<file path="config.mk">
export PLATFORM = sky130hd
export DESIGN_NAME = aes_cipher_arbiter
export DESIGN_NICKNAME = d
export VERILOG_FILES = /design/src/rtl/aes_cipher_arbiter.sv
export SDC_FILE = /design/constraint.sdc
export NUM_CORES = 1
export LEC_CHECK = 0
export CAP_MARGIN = 5
export CELL_PAD_IN_SITES_DETAIL_PLACEMENT = 1
export CELL_PAD_IN_SITES_GLOBAL_PLACEMENT = 1
export CORE_AREA = 2 2 456 458
export CTS_BUF_LIST = sky130_fd_sc_hd__clkbuf_4
export DETAILED_ROUTE_END_ITERATION = 10
export DIE_AREA = 0 0 458 460
export DONT_BUFFER_PORTS = 1
export HOLD_SLACK_MARGIN = 0.12
export MAX_ROUTING_LAYER = met4
export PLACE_DENSITY = 0.32
export SYNTH_ARGS = -nofsm -noshare
export SYNTH_HDL_FRONTEND = slang
export SYNTH_SLANG_ARGS = --single-unit
</file>
<file path="constraint.sdc">
create_clock -name clk -period 19.48 [get_ports clk]
set_input_delay 1.948 -clock clk [delete_from_list [all_inputs] [get_ports clk]]
set_output_delay 1.948 -clock clk [all_outputs]
set_load 0.005 [all_outputs]
</file>
<file path="src/rtl/aes_cipher_arbiter.sv">
// Two-requester round-robin scheduler in front of one iterative AES core.
// The core has no start/done, so it is sequenced by holding it in reset and releasing it for CORE_LATENCY clocks.
module aes_cipher_arbiter #(
  parameter  int NK = 4,
  parameter  int NR = 10,
  localparam int KW = NK * 32
) (
  input  logic          clk,
  input  logic          rst,

  input  logic          req0_valid,
  output logic          req0_ready,
  input  logic [127:0]  req0_data,
  input  logic [KW-1:0] req0_key,
  output logic          resp0_valid,
  input  logic          resp0_ready,
  output logic [127:0]  resp0_data,

  input  logic          req1_valid,
  output logic          req1_ready,
  input  logic [127:0]  req1_data,
  input  logic [KW-1:0] req1_key,
  output logic          resp1_valid,
  input  logic          resp1_ready,
  output logic [127:0]  resp1_data,

  output logic          core_rst,
  output logic [127:0]  core_data_in,
  output logic [KW-1:0] core_key,
  input  logic [127:0]  core_data_out,

  output logic          busy
);

  localparam int CORE_LATENCY = 4 * NR;
  localparam int CNT_W        = $clog2(CORE_LATENCY + 1);

  typedef enum logic [1:0] {
    IDLE,
    RUN,
    RESP
  } state_t;

  state_t          state;
  state_t          state_nxt;
  logic [CNT_W-1:0] cnt;
  logic            owner;
  logic            last_grant;
  logic [127:0]    data_q;
  logic [KW-1:0]   key_q;

  logic            grant_vld;
  logic            grant_sel;
  logic            accept;
  logic            run_done;
  logic            resp_hs;

  // Grant only exists in IDLE; a tie goes to the port that was not served last.
  always_comb begin
    grant_vld = 1'b0;
    grant_sel = 1'b0;
    if (state == IDLE) begin
      unique case ({req1_valid, req0_valid})
        2'b01: begin
          grant_vld = 1'b1;
          grant_sel = 1'b0;
        end
        2'b10: begin
          grant_vld = 1'b1;
          grant_sel = 1'b1;
        end
        2'b11: begin
          grant_vld = 1'b1;
          grant_sel = ~last_grant;
        end
        default: begin
          grant_vld = 1'b0;
          grant_sel = 1'b0;
        end
      endcase
    end
  end

  assign req0_ready = grant_vld & ~grant_sel;
  assign req1_ready = grant_vld &  grant_sel;

  // Every grant is a handshake: the granted port is by construction valid.
  assign accept   = grant_vld;
  assign run_done = (state == RUN) && (cnt == CNT_W'(CORE_LATENCY));
  assign resp_hs  = (state == RESP) && (owner ? resp1_ready : resp0_ready);

  always_comb begin
    state_nxt = state;
    unique case (state)
      IDLE:    if (accept)   state_nxt = RUN;
      RUN:     if (run_done) state_nxt = RESP;
      RESP:    if (resp_hs)  state_nxt = IDLE;
      default: state_nxt = IDLE;
    endcase
  end

  always_ff @(posedge clk or posedge rst) begin
    if (rst) state <= IDLE;
    else     state <= state_nxt;
  end

  always_ff @(posedge clk or posedge rst) begin
    if (rst) begin
      core_rst    <= 1'b1;
      cnt         <= '0;
      owner       <= 1'b0;
      last_grant  <= 1'b1;
      data_q      <= '0;
      key_q       <= '0;
      resp0_valid <= 1'b0;
      resp1_valid <= 1'b0;
      resp0_data  <= '0;
      resp1_data  <= '0;
    end else begin
      if (accept) begin
        data_q     <= grant_sel ? req1_data : req0_data;
        key_q      <= grant_sel ? req1_key  : req0_key;
        owner      <= grant_sel;
        last_grant <= grant_sel;
        cnt        <= '0;
        core_rst   <= 1'b0;
      end else if (state == RUN) begin
        // Counter parks at CORE_LATENCY on the exit cycle, so it can never wrap.
        if (run_done) begin
          core_rst <= 1'b1;
          if (owner) begin
            resp1_data  <= core_data_out;
            resp1_valid <= 1'b1;
          end else begin
            resp0_data  <= core_data_out;
            resp0_valid <= 1'b1;
          end
        end else begin
          cnt <= cnt + 1'b1;
        end
      end else if (resp_hs) begin
        resp0_valid <= 1'b0;
        resp1_valid <= 1'b0;
      end
    end
  end

  assign core_data_in = data_q;
  assign core_key     = key_q;
  assign busy         = (state != IDLE);

  a_one_ready : assert property (@(posedge clk) disable iff (rst)
    !(req0_ready && req1_ready));

  a_core_run : assert property (@(posedge clk) disable iff (rst)
    (state == RUN) |-> !core_rst);

  a_resp0_hold : assert property (@(posedge clk) disable iff (rst)
    (resp0_valid && !resp0_ready) |=> (resp0_valid && $stable(resp0_data)));

  a_resp1_hold : assert property (@(posedge clk) disable iff (rst)
    (resp1_valid && !resp1_ready) |=> (resp1_valid && $stable(resp1_data)));

endmodule

</file>
==> metrics, run 1 <==
Die Ht 460 um; Placer Congestion 0.890; Period minus WS final 4630 ps; number of antenna violations at the first check in global routing 133; sequential power share 51.5%; crit share post-route 23.8%; I/O pins 1164; synth-to-layout area growth 24.4%; Layout Nets 2187; max cap viols 0; M2 GR Usage 19.9%; Sw Ratio 35.6%; Slew @ Worst Pin 1130 ps; Worst-path clk slew 70 ps; DRC Markers 0; Min Hold Slack 509 ps; Hold Vio Cnt, Final 0; H-tree depth reported by CTS 4; Clock Power Share 28.9%; setup TNS 0 ps; type of element capturing the critical path flip-flop; Num CTS Buffers 166; worst IR drop on VDD 0.0504 mV; most frequent cells in the layout dfrtp_1 (523), a221o_1 (256), and2_0 (234); Area contributors post-synth dfrtp_1 (62%), a221o_1 (12%), mux2_1 (6.9%); Worst Skew 72.8 ps; Max stage delay on crit path 950 ps; CP most frequent cell buf_4; core area 206000 um^2; post-route ant nets 0; via/cell ratio 3.36; grt total ovfl 0; dpl ws 13960 ps; synth warn 0; area leader, netlist dfrtp_1; Worst path top cell family by delay buffers and inverters; Seq/Total Area, Yosys 61.9%; total power 3960 uW; share of cells above drive strength 1 24.7%; Synth Register Bits 525; Avg WL per Cell 29.4 um; f_max 216 MHz; vias in the first global route 15.7k; CTS root buffer clkbuf_4; post-synth top area share 61.6%; first drt pass iteration count 5; Mean Syn Cell Area 14.6 um^2; Die W 458 um; PortBufs 0; WP data arrival 5650 ps; met3 usage 9.61%; Slew HR 24.6%; Die ar. 211000 um^2; Max Transition Viols Final 0; Detailed Place HPWL 106000 um; postcts setup bufs 0; WL final 131000 um; Psw 1410 uW; GRT Overall Usage 12.3%; Syn Inst Count 1458; starting density of the core 10.3%; worst path cell trace nor2_2, nand2_1, a21oi_4, buf_4, buf_4, buf_4, buf_4, a221o_1; Req. time, crit path 20500 ps; largest net degree at the start of global routing 114; power per standard cell area 150 nW/um^2; initial drt markers 871; Tightest Hold Check Type flip-flop to flip-flop; P_leak 0.0113 uW; CP Class flip-flop to flip-flop; synth unique cells 40; Post-CTS Resized 0; Clk Latency, worst-skew pair 1110 ps; first-pass GRT wire length 166000 um; startpoint types flip-flop; final setup violation count 0; routed vias 14.9k; Net Count, Synth 2106; Max clock buf depth 3; Internal 2550 uW; Worst Path Buf+Inv 4; outcome completed; Slowest cell on crit path buf_4; CTS tree yes; Mapped Area 21200 um^2; grt met1 use 10.8%; Final WS setup 14850 ps; Comb power frac 19.5%; CTS Sinks 525; Post-CTS Hold Buffers 0; largest fanout on the critical path 91; Rows 167; commonest non-fill, non-tap cell in the layout dfrtp_1; unrepaired setup endpoints after global routing no; GRT busiest layer met2
## worst reg2reg max path: stages (launching register included)
cell	delay [ps]
dfrtp_1	470
nor2_2	350
nand2_1	170
a21oi_4	180
buf_4	600
buf_4	670
buf_4	710
buf_4	1010
a221o_1	400
## area by class of cell
class,count,area [um^2]
Fill cell,23700,180000
Sequential cell,525,13100
Multi-Input combinational cell,816,7390
Tap cell,2704,3380
Clock buffer,231,1730
Clock inverter,55,327
Antenna cell,88,220
Timing Repair Buffer,25,188
Inverter,5,26.3
## power groups by stage
stage                     registers (uW)  logic [uW]  clock network (uW)
after floorplan                     1770         655                   0
after global placement              2090         740                   0
after detailed placement            2070         781                   0
after CTS                           2060         785                1220
after global routing                2110         867                1270
final                               2040         775                1150
## flip-flops by register name, summed over array words and instances, names as in the netlist
name          count
resp0_data      128
core_data_in    128
core_key        128
state             2
resp0_valid       1
last_grant        1
owner             1
resp1_valid       1
resp1_data      128
cnt               6
core_rst          1
## cells in the mapped netlist (all sizes together)
cell type / instances
nor2b: 1
buf: 68
dfstp: 2
mux2: 256
nor2: 4
and2: 256
nand2b: 4
a21oi: 4
dfrtp: 523
a221o: 256
and4bb: 1
o22ai: 1
o31ai: 1
a31oi: 1
o21ai: 5
clkbuf: 44
ha: 2
or2: 1
and3: 1
nand4: 2
mux2i: 1
nand2: 10
a21o: 2
inv: 5
nand3: 1
o21a: 1
nor3: 2
xor2: 2
or3b: 1
## final timing paths
kind / startpoint / endpoint / slack [ps] / depth (start not counted)
max: state[0] / core_key[127] / 14850 / 8
min: resp1_data[79] / resp1_data[79] / 510 / 1
max reg2reg: state[0] / core_key[127] / 14850 / 8
min reg2reg: resp1_data[79] / resp1_data[79] / 510 / 1
max in group asynchronous: rst / core_key[26] / 15750 / 4
min in group asynchronous: rst / resp0_data[2] / 880 / 1
## stage by stage
step | cells | util (%) | cell area, um^2
final | 4449 | 12.8 | 26400
after global routing | 4436 | 12.8 | 26400
after CTS | 4361 | 12.7 | 26200
after detailed placement | 4075 | 11.7 | 24100
after global placement | 4075 | 11.7 | 24100
after floorplan | 1458 | - | 21200
## logic make-up after synthesis
| kind of cell | share of synthesized area (%) |
|---|---|
| AO/OA/AOI/OAI | 12.5 |
| adder cells (fa/ha/maj) | 0.118 |
| XOR/XNOR | 0.0825 |
| buffers and inverters | 3.46 |
| flip-flops | 61.9 |
| AND/OR/NAND/NOR | 8.32 |
| multiplexers | 13.6 |
## routing by layer
| metal | vias up | share of wire [%] |
|---|---|---|
| met4 | 0 | 3.2 |
| met5 | - | 0 |
| met1 | 7656 | 31 |
| met3 | 267 | 18 |
| met2 | 1176 | 48 |
| li1 | 5829 | - |
(Power assumes the default switching activity.)
==> run 2: changes to the inputs <==
==> constraint.sdc (replaced) <==
create_clock -name clk -period 4.5 [get_ports clk]
set_input_delay 0.45 -clock clk [delete_from_list [all_inputs] [get_ports clk]]
set_output_delay 0.45 -clock clk [all_outputs]
set_load 0.005 [all_outputs]
==> run 2 against run 1 <==
The run now fails in 4_1_cts. Synthesized cell count is the same. Synthesized area is the same.
==> metrics, run 2 <==
outcome did not finish; last stage reached 4_1_cts; Tool Error [ERROR RSZ-0060] Max buffer count reached.; Synth Flop Type dfrtp_1; I/O pins 1164; CTS Sinks 525; Seq/Total Area, Yosys 61.9%; synth unique cells 40; placed cell area 24500 um^2; Mean Syn Cell Area 14.6 um^2; area leader, netlist dfrtp_1; Placer Congestion 0.857; H-tree depth reported by CTS 4; Post-CTS Hold Buffers 878; CTS root buffer clkbuf_4; Async SR Flop Fraction 100%; starting density of the core 10.3%; synth warn 0; Die Ht 460 um; Post-CTS Resized 0; postcts setup bufs 0; Net Count, Synth 2106; Mapped Area 21200 um^2; Syn Inst Count 1458; Post-synth EDFFs 0; Num CTS Buffers 162; Max clock buf depth 3; Area contributors post-synth dfrtp_1 (62%), a221o_1 (12%), mux2_1 (6.9%); synth cell count leaders dfrtp_1 (523), a221o_1 (256), and2_0 (234), mux2_1 (131), mux2_2 (125); most numerous cell in the Yosys netlist dfrtp_1; PortBufs 0; Synth Register Bits 525; Die W 458 um; Detailed Place HPWL 103000 um; Rows 167; dpl ws 1690 ps; post-synth top area share 61.6%
[run 2: metrics by stage]
stage	std cells	setup TNS, ps	utilization, %
after floorplan	1458	-1614340	-
after detailed placement	4102	0	11.9
after global placement	4102	0	11.9
[run 2: kinds of logic after synthesis]
group                    Yosys count  share of synthesized area, %
AND/OR/NAND/NOR                  284                          8.32
flip-flops                       525                          61.9
multiplexers                     257                          13.6
AO/OA/AOI/OAI                    271                          12.5
buffers and inverters            117                          3.46
adder cells (fa/ha/maj)            2                         0.118
XOR/XNOR                           2                        0.0825
==> run 3: changes to the inputs <==
==> config.mk (replaced) <==
export PLATFORM = sky130hd
export DESIGN_NAME = aes_cipher_arbiter
export DESIGN_NICKNAME = d
export VERILOG_FILES = /design/src/rtl/aes_cipher_arbiter.sv
export SDC_FILE = /design/constraint.sdc
export NUM_CORES = 1
export LEC_CHECK = 0
export CAP_MARGIN = 5
export CORE_AREA = 2 2 455 457
export DETAILED_ROUTE_END_ITERATION = 10
export DIE_AREA = 0 0 457 459
export DONT_BUFFER_PORTS = 1
export PLACE_DENSITY_LB_ADDON = 0.15
export SYNTH_ARGS = -nofsm -noshare
export SYNTH_HDL_FRONTEND = slang
export SYNTH_SLANG_ARGS = --single-unit
==> run 3 against run 2 <==
The run now ends clean.
==> metrics, run 3 (synthesized netlist as in run 1, its figures left out) <==
grt total ovfl 0; I/O pins 1164; synth-to-layout area growth 57.2%; f_max 325 MHz; CTS root buffer clkbuf_16; WL final 132000 um; Min Hold Slack 125 ps; worst path cell trace nor2_2, o21ai_4, buf_12, and2_0, a221o_1, dlygate4sd3_1; CTS Sinks 525; Detailed Place HPWL 105000 um; total power 20400 uW; Die Ht 459 um; postcts setup bufs 0; H-tree depth reported by CTS 3; Max clock buf depth 3; unrepaired setup endpoints after global routing no; GRT Overall Usage 12.1%; Tightest Hold Check Type input port to flip-flop; crit share post-route 68.3%; starting density of the core 10.3%; Worst Setup SP state[0]; reg2reg setup slack 1430 ps; largest net degree at the start of global routing 181; Worst Hold Launch req1_valid; Placer Congestion 0.921; startpoint types flip-flop; final setup violation count 0; Die W 457 um; reg2reg start state[0]; WP data arrival 3630 ps; largest fanout on the critical path 180; Critical Path Stages 6; Die ar. 210000 um^2; vias in the first global route 17.9k; reg2reg end core_data_in[89]; setup TNS 0 ps; Num CTS Buffers 72; Max Transition Viols Final 0; most frequent cells in the layout dlygate4sd3_1 (643), dfrtp_1 (523), a221o_1 (256); Worst Setup EP core_data_in[89]; Worst-path clk slew 50 ps; design area 33400 um^2; Period minus WS final 3070 ps; final core occ 16.2%; placed cell area 24500 um^2; commonest non-fill, non-tap cell in the layout dlygate4sd3_1; initial drt markers 982; Clk Latency, worst-skew pair 700 ps; worst IR drop on VDD 0.258 mV; via/cell ratio 3.42; Slowest cell on crit path dlygate4sd3_1; Rows 167; Avg WL per Cell 26.8 um; CTS tree yes; share of cells above drive strength 1 13.7%; Layout Nets 2759; Worst path top cell family by delay buffers and inverters; FF-to-FF path depth 6; P_leak 0.0143 uW; routed vias 16.8k; Slew @ Worst Pin 1090 ps; Max stage delay on crit path 560 ps; CP Class flip-flop to flip-flop; core area 206000 um^2; PortBufs 0; post-route ant nets 0; first drt pass iteration count 5; outcome completed; DRC Markers 0; number of antenna violations at the first check in global routing 108; max cap viols 0; first-pass GRT wire length 174000 um; Req. time, crit path 5060 ps; Worst Path Buf+Inv 2; Slew HR 27.2%; type of element capturing the critical path flip-flop; Worst Skew 42.0 ps; Hold Vio Cnt, Final 0; power per standard cell area 611 nW/um^2
[run 3: how the worst min path moves through the flow]
stage                            endpoint  slack, ps  depth (start not counted)
after detailed placement   resp1_data[12]        500                          1
after global routing             core_rst        100                          2
after floorplan           resp1_data[101]        480                          1
after global placement     resp1_data[26]        500                          1
final                            core_rst        120                          2
after CTS                        core_rst         10                          2
[run 3: area by class of cell]
cell class / count / area (um^2)
flip-flops and latches: 525 / 13100
diodes: 48 / 120
well taps: 2704 / 3380
repair buffers: 691 / 6960
multi-input cells: 816 / 7390
clock inverters: 23 / 255
fillers: 22800 / 172000
clock buffers: 107 / 2110
inverters: 5 / 22.5
[run 3: power by group]
part / switching [uW] / internal, uW
registers: 2250 / 6600
clock network: 2380 / 3430
logic: 1900 / 3850
total: 6530 / 13900
[run 3: metal layers]
layer  part of all wire (%)  track usage, %  vias up  wire length, um
met5                   0.17            1.56        -              218
met4                    3.4            4.70       32             4440
met3                     13            6.49      266            16900
met2                     48            20.2     1107            62700
met1                     36            12.8     8618            47600
li1                       -               -     6819                -
[run 3: repair_timing]
item                      4_1_cts  5_1_grt
hold endpoints to repair      523        0
hold buffers                  643        0
gates resized for setup         0        0
[run 3: metrics by stage]
stage | std cells | setup WS [ps]
2_1_floorplan | 1458 | -3080
3_3_place_gp | 4098 | 1960
3_5_place_dp | 4098 | 1940
4_1_cts | 4871 | 1250
5_1_grt | 4902 | 1240
6_report | 4919 | 1430
==> variant (config.mk and constraints of run 1) <==
Add an input register stage for `req0_key`; this delays it by one clock. The other inputs are not delayed to match.
--- a/src/rtl/aes_cipher_arbiter.sv
+++ b/src/rtl/aes_cipher_arbiter.sv
@@ -40,6 +40,12 @@
     RUN,
     RESP
   } state_t;
+
+  logic [KW-1:0] req0_key_q;
+
+  always_ff @(posedge clk) begin
+    req0_key_q <= req0_key;
+  end
 
   state_t          state;
   state_t          state_nxt;
@@ -119,7 +125,7 @@
     end else begin
       if (accept) begin
         data_q     <= grant_sel ? req1_data : req0_data;
-        key_q      <= grant_sel ? req1_key  : req0_key;
+        key_q      <= grant_sel ? req1_key  : req0_key_q;
         owner      <= grant_sel;
         last_grant <= grant_sel;
         cnt        <= '0;
Function: not settled (the Yosys comparison gave no result); the edit may change what the design does.
==> variant against run 1 <==
Wire length is 2.6% lower; sequential cell count is 128 higher; area after synthesis is 17% higher; first-iteration DRC count is 27% higher; via count is 11% higher; core utilization is 2.0 points higher; worst setup slack worse by 0.66 ns; cell area is 15% higher; total power is 17% higher.
==> variant: results <==
group,metric,value,unit
synthesis,synth_area_leaders,"dfrtp_1 53%, mux2_4 13%, a221o_1 10%, dfxtp_1 10%, and3_1 6.5%",
setup_path,r2r_slack,14.89,ns
setup_path,r2r-end,"resp1_data[93]",
synthesis,synth_common_cells,"523 x dfrtp_1, 257 x and3_1, 256 x a221o_1, 220 x mux2_4, 128 x dfxtp_1",
grt,grt_pass1_vias,18000,
worst_hold_path,hp-class,"reg2reg",
clock_network,cts_resized,0,
pwr,ir_drop,0.0576,mV
placement,dp_slack,14.76,ns
clock_network,postCtsSetupBuffers,0,
synthesis,syn-num-nets,2274,
synthesis,synth_cell_types,44,
sta,tightest_slew,1.23,ns
clock_network,clk_pin_slew,0.07,ns
grt,antenna_found_initial,155,
clock_network,clock-root-buffer,"clkbuf_4",
setup_path,slowest_delay,0.60,ns
placement,portBuffers,0,
setup_path,cp_max_fo,59,
setup_path,startpoint,"state[0]",
synthesis,ys_seq_area_frac,0.631,
drt,wl,127,mm
clock_network,cts_buffers,198,
grt,grt_pass1_wl,168,mm
placement,dpl.hpwl,97.7,mm
setup_path,worst_r2r_path_depth,8,
setup_path,slowest_stage,"dfrtp_1",
synthesis,synthArstFlopShare,0.804,
setup_path,worstReg2RegStart,"cnt[0]",
placement,place.gp.congestion,0.863,
sta,fin_crit,5.29,ns
final_layout,fillers,23400,
drt,via_count,16500,
grt,grt_util_all_layers,0.120,
status,status,"complete, no violations",
final_layout,fin_nets,2352,
clock_network,worstSkewPairLatency,1.15,ns
sta,clock-skew-final,0.124,ns
synthesis,yosysWarnings,0,
worst_hold_path,min_to,"core_key[127]",
drt,firstDrtPassIters,5,
grt,grt_max_degree,167,
worst_hold_path,min_path_cells,1,
clock_network,cts_buffer_depth,3,
drt,drt_iter0_drc,1107,
clock_network,htreeDepth,4,
pwr,leakage,13.8,nW
setup_path,critPathArrivalTime,3.34,ns
setup_path,endpoint,"req1_ready",
final_layout,drive_gt1_frac,0.316,
worst_hold_path,worstHoldStart,"req0_key_q[127]",
## variant: cell count changes after synthesis, sizes merged, moves of 2 or more
cell and delta:
and2 -254, nand2 -6, nand3b +2, dfxtp +128, xor2 -2, a311oi +2, clkbuf +33, or3 +3
and3 +256
## variant: kinds of logic after synthesis
kind of cell | count (synthesis) | share of synthesized area
simple gates | 287 | 0.0722
compound gates | 278 | 0.109
buf+inv | 149 | 0.0367
fa+ha+maj | 2 | 0.00101
mux | 257 | 0.150
flops | 653 | 0.631
## variant: cell type report
cell class              count  share of cell area
well taps                2704               0.111
clock buffers             289              0.0711
inverters                   4            0.000739
clock inverters            65              0.0114
flip-flops and latches    653               0.515
multi-input cells         824               0.272
repair buffers             23             0.00730
diodes                    144              0.0118
## variant: power breakdown
group	switching, mW	internal [mW]	leakage, nW
Sequential	0.626	1.85	7.69
Combinational	0.272	0.525	4.60
Clock	0.665	0.705	1.49
Total	1.56	3.08	13.8
## variant: stage by stage
step	hold slack (ns)	std cells	area [um^2]
2_1_floorplan	0.439	1626	24900
3_3_place_gp	0.448	4208	27600
3_5_place_dp	0.452	4208	27600
4_1_cts	0.329	4562	30100
5_1_grt	0.367	4699	30500
6_report	0.356	4706	30500
## variant: worst max-delay path: cells and delay by family, from the launching register on
family	cells	cell delay [ns]
and+or+nand+nor	2	0.53
DFF	1	0.60
buffers and inverters	2	1.03
## variant: layer usage
metal | routed length, um | vias to the layer above | GRT usage
met5 | 0 | - | -
met4 | 5120 | 0 | 0.0569
met3 | 20200 | 267 | 0.0770
met2 | 60900 | 1202 | 0.188
met1 | 41200 | 8390 | 0.114
li1 | - | 6685 | -
